**src/rtl/pwm_fade_ctrl.sv**
```systemverilog
// pwm_fade_ctrl: multi-channel duty fade sequencer for a bank of pwm instances.
// Each prescaler tick starts one sweep that moves every channel's duty one step
// toward its target using a single time-shared adder/comparator.
// Optional build macro PWM_FADE_SYNC_UPDATE_EN: adds a shadow bank and an UPDATE
// state so that all channels publish new duties together. Without it, each channel's
// duty comes straight from its working register.
module pwm_fade_ctrl #(
  parameter int unsigned NumChannels  = 4,
  parameter int unsigned CtrSize      = 8,
  parameter int unsigned PrescaleSize = 16
) (
  input  logic                             clk_sys_i,
  input  logic                             rst_sys_i,
  input  logic [PrescaleSize-1:0]          rate_i,
  input  logic                             cfg_valid_i,
  output logic                             cfg_ready_o,
  input  logic [$clog2(NumChannels)-1:0]   cfg_chan_i,
  input  logic [CtrSize-1:0]               cfg_target_i,
  input  logic [CtrSize-1:0]               cfg_step_i,
  output logic [NumChannels*CtrSize-1:0]   pulse_width_o,
  output logic                             update_o,
  output logic [NumChannels-1:0]           busy_o,
  output logic [NumChannels-1:0]           done_o
);

  localparam int unsigned ChanW = $clog2(NumChannels);

  localparam logic [1:0] StIdle   = 2'd0;
  localparam logic [1:0] StSweep  = 2'd1;
`ifdef PWM_FADE_SYNC_UPDATE_EN
  localparam logic [1:0] StUpdate = 2'd2;
`endif

  logic [1:0]                            state_q, state_d;
  logic [ChanW-1:0]                      idx_q, idx_d;
  logic [PrescaleSize-1:0]               presc_q;
  logic                                  pending_q, pending_d;
  logic [NumChannels-1:0][CtrSize-1:0]   tgt_q, tgt_d;
  logic [NumChannels-1:0][CtrSize-1:0]   step_q, step_d;
  logic [NumChannels-1:0][CtrSize-1:0]   cur_q, cur_d;
  logic [NumChannels-1:0]                done_acc_q, done_acc_d;
  logic [NumChannels-1:0]                done_q, done_d;
  logic [NumChannels-1:0]                busy_q, busy_d;
  logic                                  update_q, update_d;
  logic                                  ready_q;

  logic                                  tick_c;
  logic                                  chan_ok_c;
  logic                                  last_c;
  logic [CtrSize-1:0]                    sel_cur_c, sel_tgt_c, sel_step_c, step_res_c;
  logic [CtrSize:0]                      sum_c, diff_c;

  assign tick_c    = (presc_q >= rate_i);
  assign chan_ok_c = (32'(cfg_chan_i) < NumChannels);
  assign last_c    = (idx_q == ChanW'(NumChannels - 1));

  // Prescaler: free-running count, cleared on each tick.
  always_ff @(posedge clk_sys_i or posedge rst_sys_i) begin
    if (rst_sys_i) presc_q <= '0;
    else if (tick_c) presc_q <= '0;
    else presc_q <= presc_q + PrescaleSize'(1);
  end

  // Shared step unit: one bit of headroom so the result clamps instead of wrapping.
  always_comb begin
    sel_cur_c  = cur_q[idx_q];
    sel_tgt_c  = tgt_q[idx_q];
    sel_step_c = step_q[idx_q];
    sum_c      = {1'b0, sel_cur_c} + {1'b0, sel_step_c};
    diff_c     = {1'b0, sel_cur_c} - {1'b0, sel_step_c};
    step_res_c = sel_cur_c;
    if (sel_step_c == '0) begin
      step_res_c = sel_tgt_c;
    end else if (sel_cur_c < sel_tgt_c) begin
      step_res_c = (sum_c > {1'b0, sel_tgt_c}) ? sel_tgt_c : sum_c[CtrSize-1:0];
    end else if (sel_cur_c > sel_tgt_c) begin
      step_res_c = (diff_c[CtrSize] || (diff_c[CtrSize-1:0] < sel_tgt_c))
                   ? sel_tgt_c : diff_c[CtrSize-1:0];
    end
  end

  // Sweep FSM next-state, config writes and per-channel register updates.
  always_comb begin
    state_d    = state_q;
    idx_d      = idx_q;
    pending_d  = pending_q;
    tgt_d      = tgt_q;
    step_d     = step_q;
    cur_d      = cur_q;
    done_acc_d = done_acc_q;
    update_d   = 1'b0;
    done_d     = '0;
    if ((state_q != StIdle) && tick_c) pending_d = 1'b1;
    case (state_q)
      StIdle: begin
        if (cfg_valid_i && chan_ok_c) begin
          tgt_d[cfg_chan_i]  = cfg_target_i;
          step_d[cfg_chan_i] = cfg_step_i;
        end
        if (tick_c || pending_q) begin
          state_d    = StSweep;
          idx_d      = '0;
          pending_d  = 1'b0;
          done_acc_d = '0;
        end
      end
      StSweep: begin
        cur_d[idx_q] = step_res_c;
        if ((sel_cur_c != sel_tgt_c) && (step_res_c == sel_tgt_c)) done_acc_d[idx_q] = 1'b1;
        if (last_c) begin
`ifdef PWM_FADE_SYNC_UPDATE_EN
          state_d  = StUpdate;
`else
          state_d  = StIdle;
          update_d = 1'b1;
          done_d   = done_acc_d;
`endif
        end else begin
          idx_d = idx_q + ChanW'(1);
        end
      end
`ifdef PWM_FADE_SYNC_UPDATE_EN
      StUpdate: begin
        state_d  = StIdle;
        update_d = 1'b1;
        done_d   = done_acc_q;
      end
`endif
      default: state_d = StIdle;
    endcase
  end

  // Busy flags track the register values about to be stored.
  always_comb begin
    busy_d = '0;
    for (int unsigned k = 0; k < NumChannels; k++) busy_d[k] = (cur_d[k] != tgt_d[k]);
  end

  // State and channel registers.
  always_ff @(posedge clk_sys_i or posedge rst_sys_i) begin
    if (rst_sys_i) begin
      state_q    <= StIdle;
      idx_q      <= '0;
      pending_q  <= 1'b0;
      tgt_q      <= '0;
      step_q     <= '0;
      cur_q      <= '0;
      done_acc_q <= '0;
      done_q     <= '0;
      busy_q     <= '0;
      update_q   <= 1'b0;
      ready_q    <= 1'b1;
    end else begin
      state_q    <= state_d;
      idx_q      <= idx_d;
      pending_q  <= pending_d;
      tgt_q      <= tgt_d;
      step_q     <= step_d;
      cur_q      <= cur_d;
      done_acc_q <= done_acc_d;
      done_q     <= done_d;
      busy_q     <= busy_d;
      update_q   <= update_d;
      ready_q    <= (state_d == StIdle);
    end
  end

`ifdef PWM_FADE_SYNC_UPDATE_EN
  logic [NumChannels-1:0][CtrSize-1:0] pw_q;

  // Shadow bank: all channels publish together in UPDATE.
  always_ff @(posedge clk_sys_i or posedge rst_sys_i) begin
    if (rst_sys_i) pw_q <= '0;
    else if (state_q == StUpdate) pw_q <= cur_q;
  end

  assign pulse_width_o = pw_q;
`else
  assign pulse_width_o = cur_q;
`endif

  assign cfg_ready_o = ready_q;
  assign update_o    = update_q;
  assign busy_o      = busy_q;
  assign done_o      = done_q;

endmodule
```
**config.mk**
```make
export PLATFORM = sky130hd
export DESIGN_NAME = pwm_fade_ctrl
export DESIGN_NICKNAME = d
export VERILOG_FILES = /design/src/rtl/pwm_fade_ctrl.sv
export SDC_FILE = /design/constraint.sdc
export NUM_CORES = 1
export LEC_CHECK = 0
export ABC_CLOCK_PERIOD_IN_PS = 7200
export CAP_MARGIN = 20
export CELL_PAD_IN_SITES_DETAIL_PLACEMENT = 0
export CELL_PAD_IN_SITES_GLOBAL_PLACEMENT = 1
export CORE_MARGIN = 2
export CORE_UTILIZATION = 46
export DETAILED_ROUTE_END_ITERATION = 6
export GPL_ROUTABILITY_DRIVEN = 0
export GPL_TIMING_DRIVEN = 0
export PLACE_DENSITY_LB_ADDON = 0.1
export SYNTH_ARGS = -nofsm -noshare
export SYNTH_HDL_FRONTEND = slang
export SYNTH_SLANG_ARGS = --single-unit
```
**constraint.sdc**
```tcl
create_clock -name clk_sys_i -period 7.2 [get_ports clk_sys_i]
set_input_delay 0.72 -clock clk_sys_i [delete_from_list [all_inputs] [get_ports clk_sys_i]]
set_output_delay 0.72 -clock clk_sys_i [all_outputs]
set_load 0.02 [all_outputs]
```
Yosys cells after proc, flatten, opt, wreduce, memory -nomap -nowiden
Cells that the tools add are included.

word-level totals
  word-level logic and storage cells = 99
  output and inout port bits = 42
  bits in registers = 131

cells by class
  eq/ne operators = 10
  mux-type cells = 40
  reductions and logical operators = 14
  bitwise operators = 1
  $lt $le $gt $ge = 9
  add/subtract/negate cells = 4

operator list
  kind                                                               number
  bitwise mux 32 bit                                                 3
  two-way mux 32 bit                                                 3
  two-way mux 8 bit                                                  10
  binary-select mux 8 bit (select 2 bit)                             3
  inequality test 8 bit                                              5
  demux 8 bit (select 2 bit)                                         2
  adder 16 x 1 -> 16 bit, second input constant                      1
  greater-or-equal comparator 16 bit                                 1
  less-than comparator 8 bit                                         2
  two-way mux 16 bit                                                 1
  two-way mux 4 bit                                                  4
  adder 8 x 8 -> 9 bit                                               1
  greater-than comparator 9 x 8 -> 1 bit                             1
  subtractor 8 x 8 -> 9 bit                                          1
  equality test 8 bit                                                1
  greater-than comparator 8 bit                                      1
  logical NOT 8 bit                                                  1
  two-way mux 2 bit                                                  4
  case mux 2 bit (2 select lines)                                    2
  case mux 4 bit (2 select lines)                                    1
  less-than comparator 2 x 3 -> 1 bit, second input constant         2
  two-way mux 1 bit                                                  6
  greater-or-equal comparator 2 x 1 -> 1 bit, second input constant  2
  logical AND 1 bit                                                  4
  other kinds (11)                                                   16

Logic depth before layout (Yosys ltp)
Gate-level depths: netlist (run 1).

  depth after elaboration = 14
  mapped depth = 21
  mapped depth without buffers = 18

Least setup slack after synthesis (run 1)
Ideal clock, no wire load.

  kind = reg-to-reg
  start = register idx_q[0]
  end = register busy_q[0] (netlist: busy_o[0])
  setup slack = 1.702 ns
  setup time = 0.136 ns
  path buffers = 4
  cell stages (with the launch flop) = 21
  data required time = 7.064 ns
  period minus slack after synthesis = 5.498 ns
  arrival = 5.362 ns
  cell sequence = dfrtp_1 -> buf_6 -> buf_4 -> buf_4 -> mux4_2 -> ha_1 -> buf_6 -> nand2b_4 -> a221o_1 -> mux2_2 -> nor2_1 -> ha_1 -> a2111oi_0 -> o21ai_1 -> o32a_1 -> o311ai_1 -> o21bai_1 -> o41ai_1 -> a211oi_1 -> a2111oi_0 -> nand3_1

between the ends
  word-level cells in the longest chain between the ends = 12
  elaborated cells on any way between the ends = 27
  those cells by class = add/sub (2); order compare (6); eq/ne (1); mux (15); reduce/logical (3)

ends and longest elaborated chain
  element                                                    line    source
  start, declared                                            35      logic [ChanW-1:0] idx_q, idx_d;
  start signal, assigned                                     155     idx_q <= idx_d;
  binary-select mux 8 bit (select 2 bit) (on tied branches)  66, 68
  two-way mux 8 bit (on tied branches)                       66, 68
  subtractor 8 x 8 -> 9 bit                                  70      diff_c = {1'b0, sel_cur_c} - {1'b0, sel_step_c};
  less-than comparator 8 bit                                 77      step_res_c = (diff_c[CtrSize] || (diff_c[CtrSize-1:0] < sel_tgt_c))
  logical OR 1 bit                                           77
  two-way mux 8 bit                                          78      ? sel_tgt_c : diff_c[CtrSize-1:0];
  two-way mux 8 bit                                          76      end else if (sel_cur_c > sel_tgt_c) begin
  two-way mux 8 bit                                          74      end else if (sel_cur_c < sel_tgt_c) begin
  two-way mux 8 bit                                          72      if (sel_step_c == '0) begin
  bitwise mux 32 bit *                                       108     cur_d[idx_q] = step_res_c;
  two-way mux 32 bit *                                       94      case (state_q)
  inequality test 8 bit *                                    136     for (int unsigned k = 0; k < NumChannels; k++) busy_d[k] = (cur_d[k] != tgt_d[k]);
  via busy_d[0]                                              43      logic [NumChannels-1:0] busy_q, busy_d;
  end signal, assigned                                       162     busy_q <= busy_d;
  end, declared                                              43

Mark *: on every way through the listed nets, which the timed path passes. The rest lies on a longest branch. The select of a mux whose other input is x is not followed.
A chain may end at the register's enable or synchronous reset.

Worst setup path after layout (run 1)
  start = register idx_q[0]
  end = register busy_q[1] (netlist: busy_o[1])

Same word-level chain as after synthesis.

==> summary.md, run 1 <==
| Metric | Value |
|---|---|
| Status | finished, final reports clean |
| Min-delay worst type | flip-flop to flip-flop |
| CTS Buffer Depth | 2 |
| Fin. Hold Viols | 0 |
| Post-CTS Hold Fix Bufs | 0 |
| Vias | about 8500 |
| Vias in the first global route | a little over 8000 |
| Post-synthesis net count | between 1000 and 1500 |
| Sink Count | 131 |
| Initial core utilization | 0.469 |
| Final WL | approximately 31 mm |
| Max-cap violations | 0 |
| Sequential element share of the synthesized area | 0.344 |
| Post-synth EDFFs | 0 |
| Achievable Freq | roughly 150 MHz |
| Area occupied by multi-input gates | slightly below 6000 µm² |
| Worst path depth | 21 |
| Worst Setup Start Kind | flip-flop |
| Setup ws final | around 0.37 ns |
| Yosys reg bits | 131 |
| Max-slew headroom | 0.376 |
| Clk_skew | 0.0101 ns |
| Cell Area, Placed | 10700 µm² |
| Area Growth Syn to Fin | 19.4% |
| Crit-path max cell delay | approximately 0.65 ns |
| Clock Latency Late Sink | roughly 0.43 ns |
| Share of synthesized flip-flops with an asynchronous set or reset | 1.00 |
| Setup TNS | 0 ns |
| Core area | 20300 µm² |
| Total CTS buffers | 17 |
| Leakage | roughly 4.9 nW |
| First-pass GRT wire length | 47.7 mm |
| Synth top area share | 0.342 |
| CP max FO | 10 |
| Min Tclk post-route | 6.83 ns |
| Final setup viols | 0 |
| Crit path cell chain | buf_6 > buf_4 > buf_4 > mux4_2 > ha_1 > buf_6 > a211o_1 > a2111o_1 > o311ai_0 > clkbuf_2 > ha_1 > nand2_1 > o211ai_1 > o21ai_0 > nor3_2 > buf_2 > o22ai_1 > or3_1 > and4_1 > nor4_1 > nand3_1 |
| Peak VDD IR | approximately 0.2 mV |
| Place WS | -0.231 ns |
| Critical path type | flip-flop to flip-flop |
| H-tree levels | 4 |
| CP Capture Type | flip-flop |
| Worst-Margin Slew | between 0.9 and 1 ns |
| Share of layout cells above drive strength 1 | 0.149 |
| Count leader, synth | dfrtp_1 |
| DRT antenna net count | 0 |
| ANT cells | 0 |
| Slew Limit Fails | 0 |
| Top FF cell, synth | dfrtp_1 |
| Pwr/cell area | 430 nW/µm² |
| R2R depth | 21 |
| CP top delay family | compound AO/OA/AOI/OAI gates |
| Die ar. | approximately 22000 µm² |
| Remaining global-route overflow | 0 |
| Post-synth top area cell | dfrtp_1 |
| Area contributors post-synth | dfrtp_1 (34%), ha_1 (7.9%), mux2_2 (7.1%) |
| Hold Path Depth | 1 |
| Post-synth top cells | dfrtp_1 (130), nand2_1 (73), inv_1 (68) |
| Nets | about 1200 |
| I/O pin count | slightly below 80 |
| Pwr Total | 4.89 mW |
| Post-Syn Area per Cell | 9.62 µm² |
| CP arrival | 7.09 ns |
| CTS tree | built |
| Unrepaired setup endpoints after global routing | no |
| Finished Layout Cells | 1374 |
| GRT Util Overall | 0.289 |
| Mapped Area | around 9500 µm² |
| Yosys Warn Count | 0 |
| Largest net degree at the start of global routing | 69 |
| DRT Pass-1 Iters | 6 |
| Die Y | approximately 150 µm |
| Critical path buffer and inverter count | 6 |
| Finished Core Util | 0.560 |
| Die W | roughly 150 µm |
| Site Rows | 52 |
| CTS root buffer | clkbuf_16 |
| Crit share post-route | 0.948 |
| Hold WS | 0.504 ns |
| Layout filler cell count | ~1900 |
| DP Wirelength | approximately 24 mm |
| Drt drc | 0 |
| 1st-iter DRT viols | about 770 |
| Number of vias per cell | 6.21 |
| Port Buf Inserts | between 70 and 80 |
| Routed wire per std cell | around 23 µm |
| Synth cell types | 84 |
| Flip-flop and latch area | around 3300 µm² |
| Clock transition at the registers of the reported paths | 0.07 ns |
| CP required | between 7 and 8 ns |
| Crit-path slowest cell | mux4_2 |
| Dpl cells | between 1000 and 1500 |
| Initial antenna violation count | 0 |
| Syn Inst Count | just under 1000 |
| Final instance area | between 10000 and 15000 µm² |
[metal layers]
metal	part of all wire	up-vias	track usage
li1	-	3929	-
met1	0.44	4179	0.398
met2	0.46	365	0.457
met3	0.070	61	0.0571
met4	0.031	0	0.0990
met5	0	-	0
[worst reg2reg max path: cells and delay by family (launching register included)]
| kind | cells | cell delay [ns] |
|---|---|---|
| flops | 1 | 0.39 |
| mux | 1 | 0.65 |
| compound gates | 6 | 1.87 |
| fa+ha+maj | 2 | 0.46 |
| simple gates | 6 | 1.79 |
| buf+inv | 6 | 1.52 |
[final timing paths]
path	start	to	slack [ns]
min reg2reg	step_q[19]	step_q[19]	0.50
max reg2reg	idx_q[0]	busy_o[1]	0.37
min	step_q[19]	step_q[19]	0.50
max	idx_q[0]	busy_o[1]	0.37
max in group asynchronous	rst_sys_i	pulse_width_o[17]	5.68
min in group asynchronous	rst_sys_i	step_q[4]	0.74
[area by class of cell]
class	count	share of cell area
Sequential cell	131	0.288
Multi-Input combinational cell	751	0.516
Clock buffer	17	0.0374
Buffer	39	0.0160
Tap cell	270	0.0297
Timing Repair Buffer	82	0.0728
Inverter	69	0.0232
Clock inverter	15	0.0168
[logic make-up (layout without fill, tap and decap cells)]
logic type,count (synthesis),in the layout,synth area share
compound gates,266,266,0.205
xor+xnor,32,32,0.0294
fa+ha+maj,62,62,0.0830
buf+inv,108,222,0.0463
flops,131,131,0.344
mux,99,99,0.136
other cells,1,1,0.000394
simple gates,291,291,0.156
[registers in the layout, summed over array words and instances, names as in the netlist]
name,count
pending_q,1
cfg_ready_o,1
done_acc_q,4
idx_q,2
presc_q,16
pulse_width_o,32
state_q,2
tgt_q,32
done_o,4
busy_o,4
update_o,1
step_q,32
[what timing repair did]
action / CTS / global route
pin swaps: 0 / 1
setup endpoints to repair: 3 / 8
gates resized for setup: 2 / 12
buffers inserted: 0 / 2
[cells in the final DEF (no fill, tap or decap), types with 18 or more instances in the layout]
master / n
a21o_1: 18
a21oi_1: 53
a31oi_1: 24
clkbuf_1: 27
clkdlybuf4s50_1: 78
dfrtp_1: 130
ha_1: 60
inv_1: 67
mux2_2: 60
mux2i_1: 21
mux4_2: 18
nand2_1: 73
nand3_1: 36
nand4_1: 23
nor2_1: 65
o21ai_0: 34
xnor2_1: 19
[power breakdown]
part / internal (mW) / leakage (nW) / switching (mW)
clock network: 0.500 / 0.297 / 0.394
registers: 0.864 / 1.65 / 0.0931
logic: 1.08 / 2.92 / 1.96
total: 2.45 / 4.87 / 2.44
Note: power is estimated with default switching activity, not from simulation.
==> run 2: changes to the inputs <==
--- a/config.mk
+++ b/config.mk
@@ -5,7 +5,6 @@
 export SDC_FILE = /design/constraint.sdc
 export NUM_CORES = 1
 export LEC_CHECK = 0
-export ABC_CLOCK_PERIOD_IN_PS = 7200
 export CAP_MARGIN = 20
 export CELL_PAD_IN_SITES_DETAIL_PLACEMENT = 0
 export CELL_PAD_IN_SITES_GLOBAL_PLACEMENT = 1
==> results of run 2 <==
No change in the layout: final DEF, timing and power equal those of run 1.
==> run 3: changes to the inputs <==
--- a/config.mk
+++ b/config.mk
@@ -9,10 +9,11 @@
 export CELL_PAD_IN_SITES_DETAIL_PLACEMENT = 0
 export CELL_PAD_IN_SITES_GLOBAL_PLACEMENT = 1
 export CORE_MARGIN = 2
-export CORE_UTILIZATION = 46
+export CORE_UTILIZATION = 42
 export DETAILED_ROUTE_END_ITERATION = 6
 export GPL_ROUTABILITY_DRIVEN = 0
 export GPL_TIMING_DRIVEN = 0
+export MAX_ROUTING_LAYER = met4
 export PLACE_DENSITY_LB_ADDON = 0.1
 export SYNTH_ARGS = -nofsm -noshare
 export SYNTH_HDL_FRONTEND = slang
==> constraint.sdc (replaced) <==
create_clock -name clk_sys_i -period 6.24 [get_ports clk_sys_i]
set_input_delay 0.624 -clock clk_sys_i [delete_from_list [all_inputs] [get_ports clk_sys_i]]
set_output_delay 0.624 -clock clk_sys_i [all_outputs]
set_load 0.02 [all_outputs]
==> run 3 against run 2 <==
Effect of this change:
- setup slack lost 0.22 ns
- core utilization shrank 3.7 points
- power grew 28%
- sequential share of layout area shrank 0.91 points
- critical endpoint is now busy_o[0]
- largest power group unchanged
==> summary.md, run 3 (same netlist as run 1, synthesis figures left out) <==
| Metric | Value |
|---|---|
| Max-slew headroom | 0.230 (-0.146) |
| H-tree levels | 4 (unchanged) |
| Sink Count | 131 (unchanged) |
| Crit path cell chain | buf_12 > buf_12 > buf_8 > mux4_2 > ha_1 > buf_6 > nand2b_4 > a221o_1 > mux2_2 > nor2_2 > ha_1 > a2111oi_2 > o21ai_1 > buf_4 > o32ai_4 > buf_4 > a2111oi_1 > a211oi_2 > buf_4 > buf_4 > o221ai_1 > a311oi_1 > a2111oi_2 > nand3_1 |
| Final instance area | 11700 µm² (+3.2%) |
| Die Y | 155 µm (+4.5%) |
| Cell Area, Placed | 10700 µm² (+0.29%) |
| Place WS | -1.07 ns (-0.840 ns) |
| CTS Buffer Depth | 2 (unchanged) |
| DRT antenna net count | 0 (unchanged) |
| Vias | 8559 (+0.29%) |
| Crit-path max cell delay | 0.57 ns (-0.08 ns) |
| Critical path buffer and inverter count | 8 (+2) |
| Area Growth Syn to Fin | 23.3% |
| CP max FO | 10 (unchanged) |
| Commonest non-fill, non-tap cell in the layout | dfrtp_1 |
| DRT Pass-1 Iters | 5 (-1) |
| CP arrival | 6.43 ns (-0.66 ns) |
| Status | finished, final reports clean |
| First-pass GRT wire length | 49.7 mm (+4.3%) |
| Final WL | 32.4 mm (+4.7%) |
| Peak VDD IR | 0.296 mV (+45%) |
| Port Buf Inserts | 78 (unchanged) |
| CTS root buffer | clkbuf_16 |
| Slew Limit Fails | 0 (unchanged) |
| Die ar. | 23900 µm² (+9.3%) |
| Layout filler cell count | 2146 (+11%) |
| Worst-Margin Slew | 1.15 ns (+0.214 ns) |
| Pwr/cell area | 533 nW/µm² (+24%) |
| R2R depth | 24 (+14%) |
| CTS tree | built |
| Remaining global-route overflow | 0 (unchanged) |
| Final setup viols | 0 (unchanged) |
| Initial antenna violation count | 0 (unchanged) |
| Clock Latency Late Sink | 0.43 ns (about the same) |
| GRT Util Overall | 0.283 (-0.00532) |
| Pwr Total | 6.26 mW (+28%) |
| Nets | 1206 (+1.3%) |
| Max-cap violations | 0 (unchanged) |
| I/O pin count | 79 (unchanged) |
| Drt drc | 0 (unchanged) |
| Crit share post-route | 0.975 (+0.0271) |
| Fin. Hold Viols | 0 (unchanged) |
| Min Tclk post-route | 6.09 ns (-0.741 ns) |
| Initial core utilization | 0.424 (-0.0446) |
| Clk_skew | 0.0114 ns (+0.00135 ns) |
| Met2 Use GR | 0.440 (-0.0167) |
| Most frequent cells in the layout | dfrtp_1 (130), clkdlybuf4s50_1 (78), nand2_1 (73) |
| Crit-path slowest cell | mux4_2 |
| Core area | 22400 µm² (+11%) |
| Worst Setup Start Kind | flip-flop |
| Clock transition at the registers of the reported paths | 0.06 ns (about the same) |
| Most frequent cell on the critical path | buf_4 |
| 1st-iter DRT viols | 756 (-1.7%) |
| Number of vias per cell | 6.09 (-1.9%) |
| CP Capture Type | flip-flop |
| Achievable Freq | 164 MHz (+12%) |
| Min-delay worst type | flip-flop to flip-flop |
| Setup ws final | 0.153 ns (-0.219 ns) |
| Vias in the first global route | 8251 (+0.82%) |
| Met3 Use GR | 0.0370 (-0.0201) |
| Setup TNS | 0 ns (unchanged) |
| Largest net degree at the start of global routing | 82 (+19%) |
| M1 GR Usage | 0.388 (-0.0106) |
| Share of layout cells above drive strength 1 | 0.181 (+0.0327) |
| Die W | 155 µm (+4.5%) |
| Total CTS buffers | 17 (unchanged) |
| Routed wire per std cell | 23.1 µm (+2.4%) |
| Leakage | 5.00 nW (+2.7%) |
| Post-CTS Hold Fix Bufs | 0 (unchanged) |
| Critical path type | flip-flop to flip-flop |
| Most crowded layer after global routing | met2 |
| ANT cells | 0 (unchanged) |
| DP Wirelength | 24.2 mm (+2.8%) |
| CP required | 6.59 ns (-0.88 ns) |
| Site Rows | 55 (+5.8%) |
| Finished Core Util | 0.523 (-0.0369) |
| CP top delay family | compound AO/OA/AOI/OAI gates |
| Hold Path Depth | 1 (unchanged) |
| Worst path depth | 24 (+14%) |
==> run 3: stage by stage <==
stage	hold slack, ns	cells
2_1_floorplan	0.474	990
3_3_place_gp	0.481	1353
3_5_place_dp	0.489	1357
4_1_cts	0.504	1399
5_1_grt	0.524	1405
6_report	0.505	1405
==> run 3: layer usage <==
layer / routed length [µm] / up-vias
met1: 14800 / 4237
met5: 0 / -
met4: 958 / 0
met3: 1850 / 56
li1: - / 3960
met2: 14900 / 306
==> run 3: power breakdown <==
part | total, mW | switching [mW] | internal, mW | leakage (nW)
sequential | 1.11 | 0.109 | 0.997 | 1.65
combinational | 4.10 | 2.52 | 1.58 | 3.06
clock | 1.05 | 0.440 | 0.608 | 0.294
==> run 3: area by class of cell <==
class / count / area [µm²] / share of cell area
buffer: 36 / 216 / 0.0184
clock buffer: 17 / 425 / 0.0362
clock inverter: 15 / 186 / 0.0159
inverter: 69 / 264 / 0.0225
multi-input combinational: 751 / 6050 / 0.515
sequential: 131 / 3280 / 0.279
tap: 285 / 357 / 0.0304
timing repair buffer: 101 / 966 / 0.0823
==> run 3: worst reg2reg max path, delay by kind of cell, from the launching register on <==
kind | cells | cell delay, ns
AOI/OAI and AO/OA | 9 | 2.19
buffers and inverters | 8 | 1.43
DFF | 1 | 0.42
and+or+nand+nor | 3 | 0.47
muxes | 2 | 0.91
adders and majority gates | 2 | 0.60
==> run 3: final timing paths <==
kind | from | to | slack [ns]
worst max-delay path | idx_q[0] | busy_o[0] | 0.15
worst max register to register | idx_q[0] | busy_o[0] | 0.15
worst min-delay path | step_q[29] | step_q[29] | 0.51
min in group asynchronous | rst_sys_i | busy_o[1] | 0.61
max in group asynchronous | rst_sys_i | idx_q[0] | 4.82
worst min register to register | step_q[29] | step_q[29] | 0.51
==> run 3: repair_timing <==
| item | in CTS | in global routing |
|---|---|---|
| resized for setup | 34 | 32 |
| pin swaps | 7 | 7 |
| setup endpoints to repair | 23 | 16 |
| setup buffers | 10 | 9 |
